## src/rtl/router_1_pkg.sv

```systemverilog
// Shared router_1 definitions: crossbar port codes and round-robin pointer type.
package router_1_pkg;

    localparam logic [2:0] PORT_L    = 3'b000;
    localparam logic [2:0] PORT_N    = 3'b001;
    localparam logic [2:0] PORT_E    = 3'b010;
    localparam logic [2:0] PORT_W    = 3'b011;
    localparam logic [2:0] PORT_S    = 3'b100;
    localparam logic [2:0] PORT_NONE = 3'b111;

    typedef enum logic [1:0] {
        RR_W = 2'd0,
        RR_S = 2'd1,
        RR_L = 2'd2
    } rr_t;

    function automatic rr_t rr_after(input rr_t p);
        unique case (p)
            RR_W:    rr_after = RR_S;
            RR_S:    rr_after = RR_L;
            default: rr_after = RR_W;
        endcase
    endfunction

endpackage

```

## src/rtl/router_1_rr_pick.sv

```systemverilog
// Round-robin requester pick: first request at or after ptr, circular W->S->L.
module router_1_rr_pick
    import router_1_pkg::*;
(
    input  logic [2:0] req,
    input  rr_t        ptr,
    output logic [2:0] pick
);

    // req/pick bit order: [0]=W, [1]=S, [2]=L
    always_comb begin
        pick = 3'b000;
        unique case (ptr)
            RR_W: begin
                if (req[0])      pick = 3'b001;
                else if (req[1]) pick = 3'b010;
                else if (req[2]) pick = 3'b100;
            end
            RR_S: begin
                if (req[1])      pick = 3'b010;
                else if (req[2]) pick = 3'b100;
                else if (req[0]) pick = 3'b001;
            end
            RR_L: begin
                if (req[2])      pick = 3'b100;
                else if (req[0]) pick = 3'b001;
                else if (req[1]) pick = 3'b010;
            end
            default: pick = 3'b000;
        endcase
    end

endmodule

```

## src/rtl/router_1_out_arbiter.sv

```systemverilog
// router_1 per-output wormhole arbiter: locks one input until its tail flit crosses.
module router_1_out_arbiter
    import router_1_pkg::*;
#(
    parameter int CNT_WIDTH = 16
) (
    input  logic                 clk,
    input  logic                 rst,
    input  logic                 W_req,
    input  logic                 S_req,
    input  logic                 L_req,
    input  logic                 W_tail,
    input  logic                 S_tail,
    input  logic                 L_tail,
    input  logic                 out_ready,
    output logic [2:0]           sel_out,
    output logic                 W_grant,
    output logic                 S_grant,
    output logic                 L_grant,
    output logic                 busy,
    output logic [CNT_WIDTH-1:0] flit_cnt
);

    typedef enum logic [1:0] {
        IDLE   = 2'd0,
        LOCK_W = 2'd1,
        LOCK_S = 2'd2,
        LOCK_L = 2'd3
    } state_t;

    state_t               state_q, state_d;
    rr_t                  rr_q, rr_d;
    logic [CNT_WIDTH-1:0] cnt_q;
    logic [2:0]           pick;

    router_1_rr_pick u_pick (
        .req  ({L_req, S_req, W_req}),
        .ptr  (rr_q),
        .pick (pick)
    );

    always_ff @(posedge clk or posedge rst) begin
        if (rst) begin
            state_q <= IDLE;
            rr_q    <= RR_W;
            cnt_q   <= '0;
        end else begin
            state_q <= state_d;
            rr_q    <= rr_d;
            if (W_grant || S_grant || L_grant)
                cnt_q <= cnt_q + 1'b1;
        end
    end

    // IDLE never grants: one cycle of arbitration before the first transfer
    always_comb begin
        state_d = state_q;
        rr_d    = rr_q;
        sel_out = PORT_NONE;
        W_grant = 1'b0;
        S_grant = 1'b0;
        L_grant = 1'b0;
        busy    = 1'b0;
        unique case (state_q)
            IDLE: begin
                unique case (1'b1)
                    pick[0]: state_d = LOCK_W;
                    pick[1]: state_d = LOCK_S;
                    pick[2]: state_d = LOCK_L;
                    default: state_d = IDLE;
                endcase
            end
            LOCK_W: begin
                busy    = 1'b1;
                W_grant = W_req & out_ready;
                if (W_grant) sel_out = PORT_W;
                if (W_grant && W_tail) begin
                    state_d = IDLE;
                    rr_d    = rr_after(RR_W);
                end
            end
            LOCK_S: begin
                busy    = 1'b1;
                S_grant = S_req & out_ready;
                if (S_grant) sel_out = PORT_S;
                if (S_grant && S_tail) begin
                    state_d = IDLE;
                    rr_d    = rr_after(RR_S);
                end
            end
            LOCK_L: begin
                busy    = 1'b1;
                L_grant = L_req & out_ready;
                if (L_grant) sel_out = PORT_L;
                if (L_grant && L_tail) begin
                    state_d = IDLE;
                    rr_d    = rr_after(RR_L);
                end
            end
            default: state_d = IDLE;
        endcase
    end

    assign flit_cnt = cnt_q;

endmodule

```

## config.mk

```make
export PLATFORM = sky130hd
export DESIGN_NAME = router_1_out_arbiter
export DESIGN_NICKNAME = d
export VERILOG_FILES = /design/src/rtl/router_1_pkg.sv /design/src/rtl/router_1_rr_pick.sv /design/src/rtl/router_1_out_arbiter.sv
export SDC_FILE = /design/constraint.sdc
export NUM_CORES = 1
export LEC_CHECK = 0
export ABC_AREA = 1
export BUFFER_PORTS_ARGS = -buffer_cell sky130_fd_sc_hd__buf_4
export CORE_UTILIZATION = 46
export CTS_CLUSTER_DIAMETER = 50
export CTS_CLUSTER_SIZE = 25
export DETAILED_ROUTE_END_ITERATION = 6
export GPL_TIMING_DRIVEN = 0
export PLACE_DENSITY = 0.81
export SYNTH_ARGS = -nofsm -noshare
export SYNTH_HDL_FRONTEND = slang
export SYNTH_HIERARCHICAL = 1
export SYNTH_SLANG_ARGS = --single-unit
```

## constraint.sdc

```tcl
create_clock -name clk -period 1.5 [get_ports clk]
set_clock_uncertainty 0.2 [all_clocks]
set_input_delay 0.3 -clock clk [delete_from_list [all_inputs] [get_ports clk]]
set_output_delay 0.3 -clock clk [all_outputs]
set_load 0.01 [all_outputs]
```

[Word level (Yosys, flattened, before mapping)]
Cells that the tools add are included.
Operators by class
  shifts and indexed selects: 0
  divide/modulo/power cells: 0
  add/subtract/negate cells: 1
  equal/unequal tests: 8
  order comparisons: 0
  muxes and demuxes: 26
  multipliers: 0
  bitwise operators: 3
  reduce and logical (&&, ||, !) cells: 11
Operators with widths (number)
  3-bit 2-to-1 mux: 9
  3-bit one-hot mux with 3 select lines: 2
  16-bit by 1-bit adder with 16-bit output (second input constant): 1
  2-bit 2-to-1 mux: 7
  2-bit one-hot mux with 3 select lines: 2
  2-bit one-hot mux with 4 select lines: 1
  2-bit equality test (second input constant): 3
  2-bit inequality test (second input constant): 3
  1-bit 2-to-1 mux: 5
  2-bit by 1-bit equality test with 1-bit output (second input constant): 2
  2-bit zero test: 2
  4-bit AND reduction: 1
  1-bit AND: 3
  1-bit logical AND: 3
  3-bit AND reduction: 1
  3-bit nonzero test: 1
  3-bit OR reduction: 1
  1-bit logical OR: 2
Word-level totals
  memories: 0
  output and inout port bits: 23
  input port bits: 9
  word-level logic and storage cells: 52
  RAM bits: 0
  memory bits (read-only): 0
  register bits after elaboration: 20
  latch bits: 0

[Logic depth before layout (Yosys ltp)]
  depth in word-level cells: 6
  mapped depth: 8
  depth with buffers taken out: 8

[Hierarchy]
The synthesis kept the hierarchy.
Modules (own cells, without submodules)
  router_1_out_arbiter: sequential area each 500.5 um2, area each 1137.3 um2, cells each 155, times used 1
  router_1_rr_pick: sequential area each 0.0 um2, area each 68.8 um2, cells each 16, times used 1

[Least setup slack after synthesis]
Ideal clock, no wire load.
  path kind: register to output
  from: reg state_q[0]
  to: out sel_out[1]
  slack: -0.117 ns
  arrival time: 1.117 ns
  buffers on the path: 1
  cell stages (with the launch flop): 7
  cell sequence: dfrtp_1 nand2_1 inv_1 nand2_1 inv_1 nor2_1 buf_4
Between the ends
  cells in the longest elaborated chain, start to end: 2
  elaborated cells on any way between the ends: 4
  those cells by class: eq/ne (3); mux (1)
RTL lines
  from (decl): line router_1_out_arbiter.sv:31  | state_t state_q, state_d;
  from (signal assigned): line router_1_out_arbiter.sv:48  | state_q <= state_d;
  2-bit equality test / 2-bit by 1-bit equality test with 1-bit output (equally long branches): line router_1_out_arbiter.sv:64  | unique case (state_q)
  3-bit one-hot mux with 3 select lines *: line router_1_out_arbiter.sv:64
  to (decl): line router_1_out_arbiter.sv:16  | output logic [2:0] sel_out,
Every way passes the cells marked *; elsewhere a longest branch is shown, timed or not.

[Final worst setup path]
  from: reg state_q[1]
  to: out sel_out[1]
Same word-level chain as after synthesis.

==> summary.md <==
| Metric | Value |
|---|---|
| NetSw | 0.00125 W |
| VDD IR-drop max | 1.37 mV |
| Setup violations, final | 25 |
| RSZ-0062 raised after global routing | yes |
| Post-synthesis area per instance | 7.05 µm² |
| DR DRC count | 0 |
| Sequential fraction of design power | 31.3% |
| Pin count of the biggest net entering global routing | 21 |
| Slew headroom | 70.1% |
| Gate Count Post-Synth | 171 |
| Clk_lat worst skew | 0.32 ns |
| Worst Setup Start Kind | flip-flop |
| Ports | 32 |
| Worst R2R Start | state_q[1] |
| Internal power | 0.00163 W |
| Leakage dissipation | 1.00 nW |
| Area Growth Syn to Fin | 51.3% |
| CTS Root Cell | clkbuf_4 |
| CTS Buf Count | 3 |
| Starting Density | 48.7% |
| First-pass GRT wire length | 4.77 mm |
| Worst Path Max Fanout | 3 |
| DP HPWL | 1.85 mm |
| DR vias/cell | 5.10 |
| Routed wire length | 3.39 mm |
| Syn_nets | 181 |
| Comb power frac | 59.1% |
| Warnings, synthesis | 6 |
| IO buf count | 31 |
| DR vias | 1,311 |
| Achievable Freq | 0.528 GHz |
| Die span in x | 53.2 µm |
| 1st-iter DRT viols | 34 |
| Antenna Cells | 0 |
| CP required | 1.00 ns |
| Clock Tree Buf Depth | 2 |
| Distinct cells, synth | 19 |
| Maxcap violations | 0 |
| # fillers | 182 |
| Slew @ Worst Pin | 0.447 ns |
| Worst reg-to-reg path cell count | 11 |
| Routed len/inst | 13.2 µm |
| Sw Ratio | 43.3% |
| Pwr/cell area | 1580 nW/µm² |
| CTS Sinks | 20 |
| Post-route setup TNS | -7.49 ns |
| Pins Over Slew Limit | 0 |
| Hold WC Path Type | in2reg |
| Pre-CTS setup slack | -0.148 ns |
| Tmin final | 1.89 ns |
| Chip height | 53.2 µm |
| Period utilization | 126% |
| Min-Delay Startpoint | W_tail |
| Final Hold Vio Count | 0 |
| CTS tree | built |
| Die area | 2830 µm² |
| Multi-input gate area | 661 µm² |
| Register area | 503 µm² |
| Yosys reg bits | 20 |
| Routed Antenna Nets | 0 |
| First-pass DRT Iterations | 6 |
| Vias in the first global route | 1,188 |
| Post-Syn Area | 1210 µm² |
| Fin nets | 238 |
| Global route overflow | 0 |
| Gr usage total | 23.3% |
| Core area | 2480 µm² |
| Cell Rows | 18 |
| Initial antenna violation count | 0 |
| Clk pwr share | 9.6% |
| Worst reg-to-reg setup slack | -0.39 ns |
| Ratio of cells with drive above 1 in the final layout | 43.2% |
| Critical path type | reg2out |
| Seq/Total Area, Yosys | 41.5% |
| Failing checks | negative setup slack |
| Worst r2r dst | flit_cnt[13] |
| Post-route setup slack | -0.395 ns |
| Hold Path Stages | 4 |
| WHS Endpoint | state_q[0] |
| CP endpoint kind | primary output |
| H-tree levels | 1 |
| Arrival @ worst endpoint | 1.39 ns |
| Status | complete, but fails checks |
| Clock transition at path regs | 0.12 ns |
| RePlAce Congestion | 0.775 |
| Final hold slack | 0.150 ns |
| Tot Pwr | 0.00288 W |
## sequential cells by signal, indices dropped and copies added, names as in the netlist
signal	cells
state_q	2
flit_cnt	16
rr_q	2
## critical path, cell delays in order, from the launching register on
cell,delay (ns)
dfrtp_1,0.45
inv_2,0.09
nor2_4,0.13
nand2_2,0.07
inv_2,0.08
nor2_4,0.04
buf_6,0.10
buf_6,0.11
## layer usage
layer	wire, µm	track usage [%]	vias up
met3	122	3.74	10
li1	-	-	638
met4	89	11.8	0
met5	0	0	-
met2	1810	41.9	47
met1	1360	26.1	616
## kinds of logic (layout without fill, tap and decap cells)
family / after synthesis / in the layout / synth area share (%)
DFF: 20 / 20 / 41.5
AOI/OAI and AO/OA: 7 / 7 / 3.22
adders and majority gates: 1 / 1 / 1.04
and+or+nand+nor: 99 / 99 / 35.7
xor gates and xnor gates: 8 / 8 / 5.81
buffers and inverters: 36 / 92 / 12.8
## worst max path at each step
stage / startpoint / endpoint / slack [ns] / cells past startpoint
3_5_place_dp: flit_cnt[0] / flit_cnt[8] / -0.15 / 7
6_report: state_q[1] / sel_out[1] / -0.39 / 7
2_1_floorplan: flit_cnt[1] / flit_cnt[8] / -0.02 / 7
3_3_place_gp: flit_cnt[0] / flit_cnt[8] / -0.12 / 7
5_1_grt: state_q[1] / sel_out[1] / -0.41 / 7
4_1_cts: state_q[1] / sel_out[1] / -0.31 / 7
## cell type report
cell class | instances | area share [%]
clock buffer | 4 | 1.44
timing repair buffer | 52 | 23.8
sequential | 20 | 27.6
inverter | 33 | 7.13
buffer | 3 | 1.85
multi-input combinational | 115 | 36.2
tap | 30 | 2.06
## cells in the final DEF (no fill, tap or decap), types with 6 or more instances in the layout
cell,synthesis,layout
inv_2,2,6
nor2_1,17,10
nand4_1,7,7
buf_4,1,40
inv_1,31,25
buf_6,2,14
nand2_1,54,40
xor2_1,8,8
nand2_2,3,15
dfrtp_1,20,18
nand3_1,10,7
## per-stage QoR
stage          utilization [%]  cells  instance area [µm²]
5_1_grt                   73.7    257                 1830
6_report                  73.7    257                 1830
3_3_place_gp              59.9    232                 1490
3_5_place_dp              59.9    232                 1490
2_1_floorplan                -    171                 1210
4_1_cts                   67.6    250                 1670
## power by group through the flow
stage	Combinational, W	Sequential (W)	Clock, W
floorplan	0.000667	0.000915	0
global route	0.00185	0.000925	0.000306
detailed placement	0.00108	0.000906	0
global placement	0.00105	0.000902	0
CTS	0.00137	0.000878	0.000272
finish	0.00170	0.000901	0.000278
## Yosys cell counts (all sizes together)
library cell  number  area, µm²
dfrtp             20        500
buf                3       30.0
ha                 1       12.5
nand2             57        221
xor2               8       70.1
nor2              18       70.1
o21ai              6       30.0
nand4              7       43.8
nor3               4       20.0
nand3b             2       15.0
inv               33        124
a21oi              1       8.76
nand3             11       60.1
## timing repair
item,4_1_cts,5_1_grt
setup buffers,11,9
hold buffers,1,0
cloned,2,0
hold endpoints to repair,20,0
endpoints found under the setup margin,18,28
resized for setup,21,33
pin swaps,7,16
Power figures use the tool's default switching activity.
